**config.mk**
```make
export PLATFORM = sky130hd
export DESIGN_NAME = mem_arbiter
export DESIGN_NICKNAME = d
export VERILOG_FILES = /design/src/rtl/cpu_types_pkg.sv /design/src/rtl/mem_arbiter.sv
export SDC_FILE = /design/constraint.sdc
export NUM_CORES = 1
export LEC_CHECK = 0
export ABC_AREA = 0
export ABC_CLOCK_PERIOD_IN_PS = 2000
export CAP_MARGIN = 5
export CORE_ASPECT_RATIO = 0.9
export CORE_MARGIN = 3
export CORE_UTILIZATION = 31
export DETAILED_ROUTE_END_ITERATION = 8
export GPL_TIMING_DRIVEN = 0
export PLACE_DENSITY = 0.75
export SLEW_MARGIN = 20
export SYNTH_ARGS = -nofsm -noshare
export SYNTH_HDL_FRONTEND = slang
export SYNTH_SLANG_ARGS = --single-unit
```
**constraint.sdc**
```tcl
create_clock -name CLK -period 2 [get_ports CLK]
set_clock_uncertainty 0.2 [all_clocks]
set_input_delay 0.4 -clock CLK [delete_from_list [all_inputs] [get_ports CLK]]
set_output_delay 0.4 -clock CLK [all_outputs]
set_load 0.005 [all_outputs]
```
**src/rtl/cpu_types_pkg.sv**
```systemverilog
// Shared pipeline types: bus word and memory arbiter state encoding.
package cpu_types_pkg;

    typedef logic [31:0] word_t;

    typedef enum logic [1:0] {
        ARB_IDLE = 2'd0,
        ARB_IGNT = 2'd1,
        ARB_DGNT = 2'd2
    } arb_state_t;

endpackage

```
**src/rtl/mem_arbiter.sv**
```systemverilog
// Arbitrates instruction fetch and data access onto one single-ported RAM.
// Data wins by default; a streak limit forces fetch progress and a watchdog aborts stuck accesses.
module mem_arbiter
    import cpu_types_pkg::*;
#(
    parameter int MAX_DSTREAK = 4,
    parameter int TIMEOUT     = 64
) (
    input  logic        CLK,
    input  logic        nRST,
    input  logic        iREN,
    input  logic [31:0] iaddr,
    input  logic        dREN,
    input  logic        dWEN,
    input  logic [31:0] daddr,
    input  logic [31:0] dstore,
    output logic        ihit,
    output logic        dhit,
    output logic [31:0] iload,
    output logic [31:0] dload,
    output logic        ramREN,
    output logic        ramWEN,
    output logic [31:0] ramaddr,
    output logic [31:0] ramstore,
    input  logic [31:0] ramload,
    input  logic        ram_ack,
    output logic        bus_err
);

    localparam int STREAK_W = $clog2(MAX_DSTREAK + 1);
    localparam int WDOG_W   = (TIMEOUT < 2) ? 1 : $clog2(TIMEOUT);
    localparam bit WDOG_EN  = (TIMEOUT > 0);

    localparam logic [STREAK_W-1:0] STREAK_MAX = STREAK_W'(MAX_DSTREAK);
    localparam logic [WDOG_W-1:0]   WDOG_LAST  = WDOG_W'((TIMEOUT > 0) ? TIMEOUT - 1 : 0);

    arb_state_t          state;
    arb_state_t          nxt_state;
    logic [STREAK_W-1:0] dstreak;
    logic [WDOG_W-1:0]   wdog;
    logic                grant_i;
    logic                grant_d;
    logic                abort;

    // Arbitration and grant termination
    always_comb begin
        nxt_state = state;
        grant_i   = 1'b0;
        grant_d   = 1'b0;
        abort     = 1'b0;
        case (state)
            ARB_IDLE: begin
                if ((dREN || dWEN) && !(iREN && (dstreak == STREAK_MAX))) begin
                    nxt_state = ARB_DGNT;
                    grant_d   = 1'b1;
                end else if (iREN) begin
                    nxt_state = ARB_IGNT;
                    grant_i   = 1'b1;
                end
            end
            ARB_IGNT, ARB_DGNT: begin
                // An ack landing on the final watchdog cycle still completes normally.
                if (ram_ack) begin
                    nxt_state = ARB_IDLE;
                end else if (WDOG_EN && (wdog == WDOG_LAST)) begin
                    nxt_state = ARB_IDLE;
                    abort     = 1'b1;
                end
            end
            default: nxt_state = ARB_IDLE;
        endcase
    end

    // Strobes and latched address/data are registered from the next state
    always_ff @(posedge CLK or negedge nRST) begin
        if (!nRST) begin
            state    <= ARB_IDLE;
            dstreak  <= '0;
            wdog     <= '0;
            ramREN   <= 1'b0;
            ramWEN   <= 1'b0;
            ramaddr  <= '0;
            ramstore <= '0;
            bus_err  <= 1'b0;
        end else begin
            state   <= nxt_state;
            bus_err <= abort;
            if (grant_d) begin
                ramaddr  <= daddr;
                ramstore <= dstore;
                ramWEN   <= dWEN;
                ramREN   <= !dWEN;
                wdog     <= '0;
                if (!iREN) begin
                    dstreak <= '0;
                end else if (dstreak != STREAK_MAX) begin
                    dstreak <= dstreak + 1'b1;
                end
            end else if (grant_i) begin
                ramaddr <= iaddr;
                ramREN  <= 1'b1;
                ramWEN  <= 1'b0;
                wdog    <= '0;
                dstreak <= '0;
            end else if (nxt_state == ARB_IDLE) begin
                ramREN <= 1'b0;
                ramWEN <= 1'b0;
            end else begin
                wdog <= wdog + 1'b1;
            end
        end
    end

    // Hits are gated by the live request so a dropped request discards its data
    assign ihit  = (state == ARB_IGNT) && ram_ack && iREN;
    assign dhit  = (state == ARB_DGNT) && ram_ack && (dREN || dWEN);
    assign iload = ramload;
    assign dload = ramload;

endmodule

```
==> impl_metrics.yaml <==
die:
  coreArea_sq_mm: 0.01222
  initial_utilization_pct: 32.16
  dieHeight_microns: 112.8
  die_w_microns: 124.7
  boundaryPins: 267
  num_rows: 38
  dieArea_sq_mm: 0.01407
cts:
  clkLatencyLatePin_ns: 0.34
  cts_buffers: 9
  clock_sinks: 78
  cts_max_path_buffers: 2
  cts.clk_slew.worst_paths_ns: 0.06
  cts_tree: "built"
  root_buffer: "clkbuf_16"
  cts_max_level: 3
setup_path:
  path_cells: "buf_4, ha_1, and3_1, dlygate4sd2_1"
  cp.required_ns: 1.40
  cp_top_family: "buffers and inverters"
  critical_path_buf_inv_count: 2
  crit_type: "reg -> out"
  rrSetupSlack_ns: -0.09
  cp_slowest_cell: "dfrtp_1"
  cp_data_arrival_time_ns: 1.53
  cp_max_fo: 3
  endpoint_kind: "primary output"
  start_kind: "flip-flop"
  critPathMaxStageDelay_ns: 0.43
timing:
  tightest_slew_ns: 0.5855
  tns_ns: -0.4586
  finalCritPeriodShare_pct: 106.7
  rsz0062_at_grt: "true"
  period_needed_ns: 2.134
  hold_viol: 0
  setup-violations-final: 7
  worst_slack_ns: -0.1336
  clock.fmax_mhz: 468.7
  maxSlewViolCount: 0
  slew_headroom_pct: 60.97
cells_and_area:
  fin_cells: 793
  fin_nets: 769
  finish.utilization_pct: 60.31
  antenna_cells: 0
  fill_cells: 948
  drive_gt1_share_pct: 27.01
  areaGrowthSynthToFinish_pct: 87.52
pwr:
  power_uw: 9408
  p_comb_share_pct: 53.3
  p_per_area_mw_per_mm2: 1277
  power.switching_uw: 2930
  power.leakage_uw: 0.003434
  internal-power_uw: 6478
  p_seq_share_pct: 29.2
  irDropWorstVdd_mv: 0.9760
  clock_power_share_pct: 17.5
  swShare_pct: 31.15
logic_synthesis:
  synth_top_area_share_pct: 49.67
  syn-cell-area_sq_mm: 0.003930
  yosysSeqAreaShare_pct: 49.67
  yosys-top-cells-area: "dfrtp_1, buf_4, mux2_1"
  synthArstFlopShare_pct: 100.0
  yosys_warnings: 0
  synth-edff-count: 0
  syn_avg_cell_area_sq_um: 10.92
  synth_largest_area_cell: "dfrtp_1"
  ys_top_cells_by_count: "dfrtp_1, buf_4, nand2_1"
  postSynthCellCount: 360
  ys_ff_latch: 78
  synth_ff_type: "dfrtp_1"
  synth.most_common_cell: "dfrtp_1"
  synthDistinctLibCells: 30
  syn_nets: 501
detailed_routing:
  drtIter0Drc: 126
  num_vias: 3609
  via_per_inst: 4.551
  wl_microns: 12690
  post_drt_wl_per_cell_microns: 16.00
  ant_nets: 0
  dr.pass1.iters: 4
  drc: 0
min_path:
  holdCritPathClass: "in -> reg"
status:
  status: "finished, violations left"
  violations: "setup timing"
place:
  placedCellCount: 755
  hpwlAfterDp_microns: 9175
  gp_congestion: 0.8014
  port_buffers: 234
global_route:
  grt_usage_pct: 17.17
  grt_pass1_vias: 3881
  grt_max_degree: 45
  overflow: 0
  grt_pass1_wl_microns: 19350
  antenna_found_initial: 0
flow_run:
  maxCapViolations: 0
[worst reg2reg max path: cells and delay by family, from the launching register on]
family | cells | cell delay, ns
AO/OA/AOI/OAI | 3 | 0.65
flip-flops | 1 | 0.43
AND/OR/NAND/NOR | 1 | 0.37
buffers and inverters | 2 | 0.21
adder cells (fa/ha/maj) | 1 | 0.17
[cells in the final DEF, fill, tap and decap left out, types with 2 or more instances in the layout]
cell             synthesis  layout
clkbuf_1                 9       2
mux2i_1                 33      33
ha_1                     7       4
nand3_1                  4       4
buf_4                   64      81
dlygate4sd2_1            0       3
nor2_1                   4       4
clkbuf_16                0      13
and3_4                   1       2
mux2_4                   0      32
ha_4                     0       3
o21ai_1                 35      36
clkinvlp_4               0       3
clkdlybuf4s50_1          0     228
buf_6                    0       7
a21oi_2                  0       2
buf_12                   0       5
a21oi_1                  8       5
o21ai_0                  6       5
nand2_1                 41      40
dfrtp_1                 78      77
or3_1                    4       3
or2_4                    0       2
inv_1                    7       4
and3_1                   4       3
clkbuf_2                 0       5
[timing repair]
item                                   4_1_cts  5_1_grt
setup endpoints to repair                   78       65
resized for setup                           57       51
setup buffers                               11        8
pin swaps                                   10        9
endpoints found under the hold margin       43        0
cloned                                       0        4
hold buffers                                 1        0
[routing by layer]
layer,GRT usage [%],wire length [microns],vias up
met4,5.551,210,0
met3,8.731,1508,16
met5,0,0,-
met2,30.01,6402,183
met1,18.09,4570,1710
li1,-,-,1700
[area by class of cell]
| type | count | area, sq um | share of cell area [%] |
|---|---|---|---|
| inverter | 7 | 36.28 | 0.4924 |
| timing repair buffer | 259 | 2596 | 35.23 |
| sequential | 78 | 1953 | 26.50 |
| clock inverter | 6 | 70.07 | 0.9508 |
| clock buffer | 10 | 229.0 | 3.107 |
| multi-input combinational | 195 | 1634 | 22.17 |
| tap | 160 | 200.2 | 2.716 |
| buffer | 78 | 650.6 | 8.829 |
[sequential cells by signal, indices dropped and copies added (netlist names)]
register / flops
state: 2
ramWEN: 1
dstreak: 3
wdog: 6
ramaddr: 32
bus_err: 1
ramREN: 1
ramstore: 32
[worst paths after layout]
kind,from,end,depth (start not counted)
min in group asynchronous,nRST,ramstore[3],2
worst min register to register,ramstore[8],ramstore[8],1
worst max register to register,state[1],wdog[4],7
worst max-delay path,state[1],dhit,4
max in group asynchronous,nRST,ramaddr[11],3
worst min-delay path,iREN,dstreak[1],3
[power groups by stage]
| stage | registers [uW] | logic [uW] | clock network (uW) |
|---|---|---|---|
| floorplan | 2750 | 1510 | 0 |
| global placement | 2690 | 3680 | 0 |
| detailed placement | 2730 | 3770 | 0 |
| CTS | 2720 | 4240 | 1690 |
| global route | 2850 | 5420 | 1760 |
| finish | 2750 | 5020 | 1640 |
[cell families after synthesis]
kind of cell | count (synthesis) | synth area share (%)
buffers and inverters | 87 | 14.64
DFF | 78 | 49.67
and+or+nand+nor | 66 | 7.673
muxes | 65 | 17.57
AOI/OAI and AO/OA | 56 | 7.991
adders and majority gates | 7 | 2.228
xor gates and xnor gates | 1 | 0.2229
[per-stage QoR]
step	instance area, sq um	hold WS, ns	setup WS [ns]
floorplan	3931	-0.09559	-0.01552
global placement	6474	0.2679	-2.450
detailed placement	6491	0.2479	-0.6964
CTS	7053	0.2835	-0.09165
global route	7370	0.2320	-0.1890
finish	7370	0.2118	-0.1336
Power figures use the tool's default switching activity.
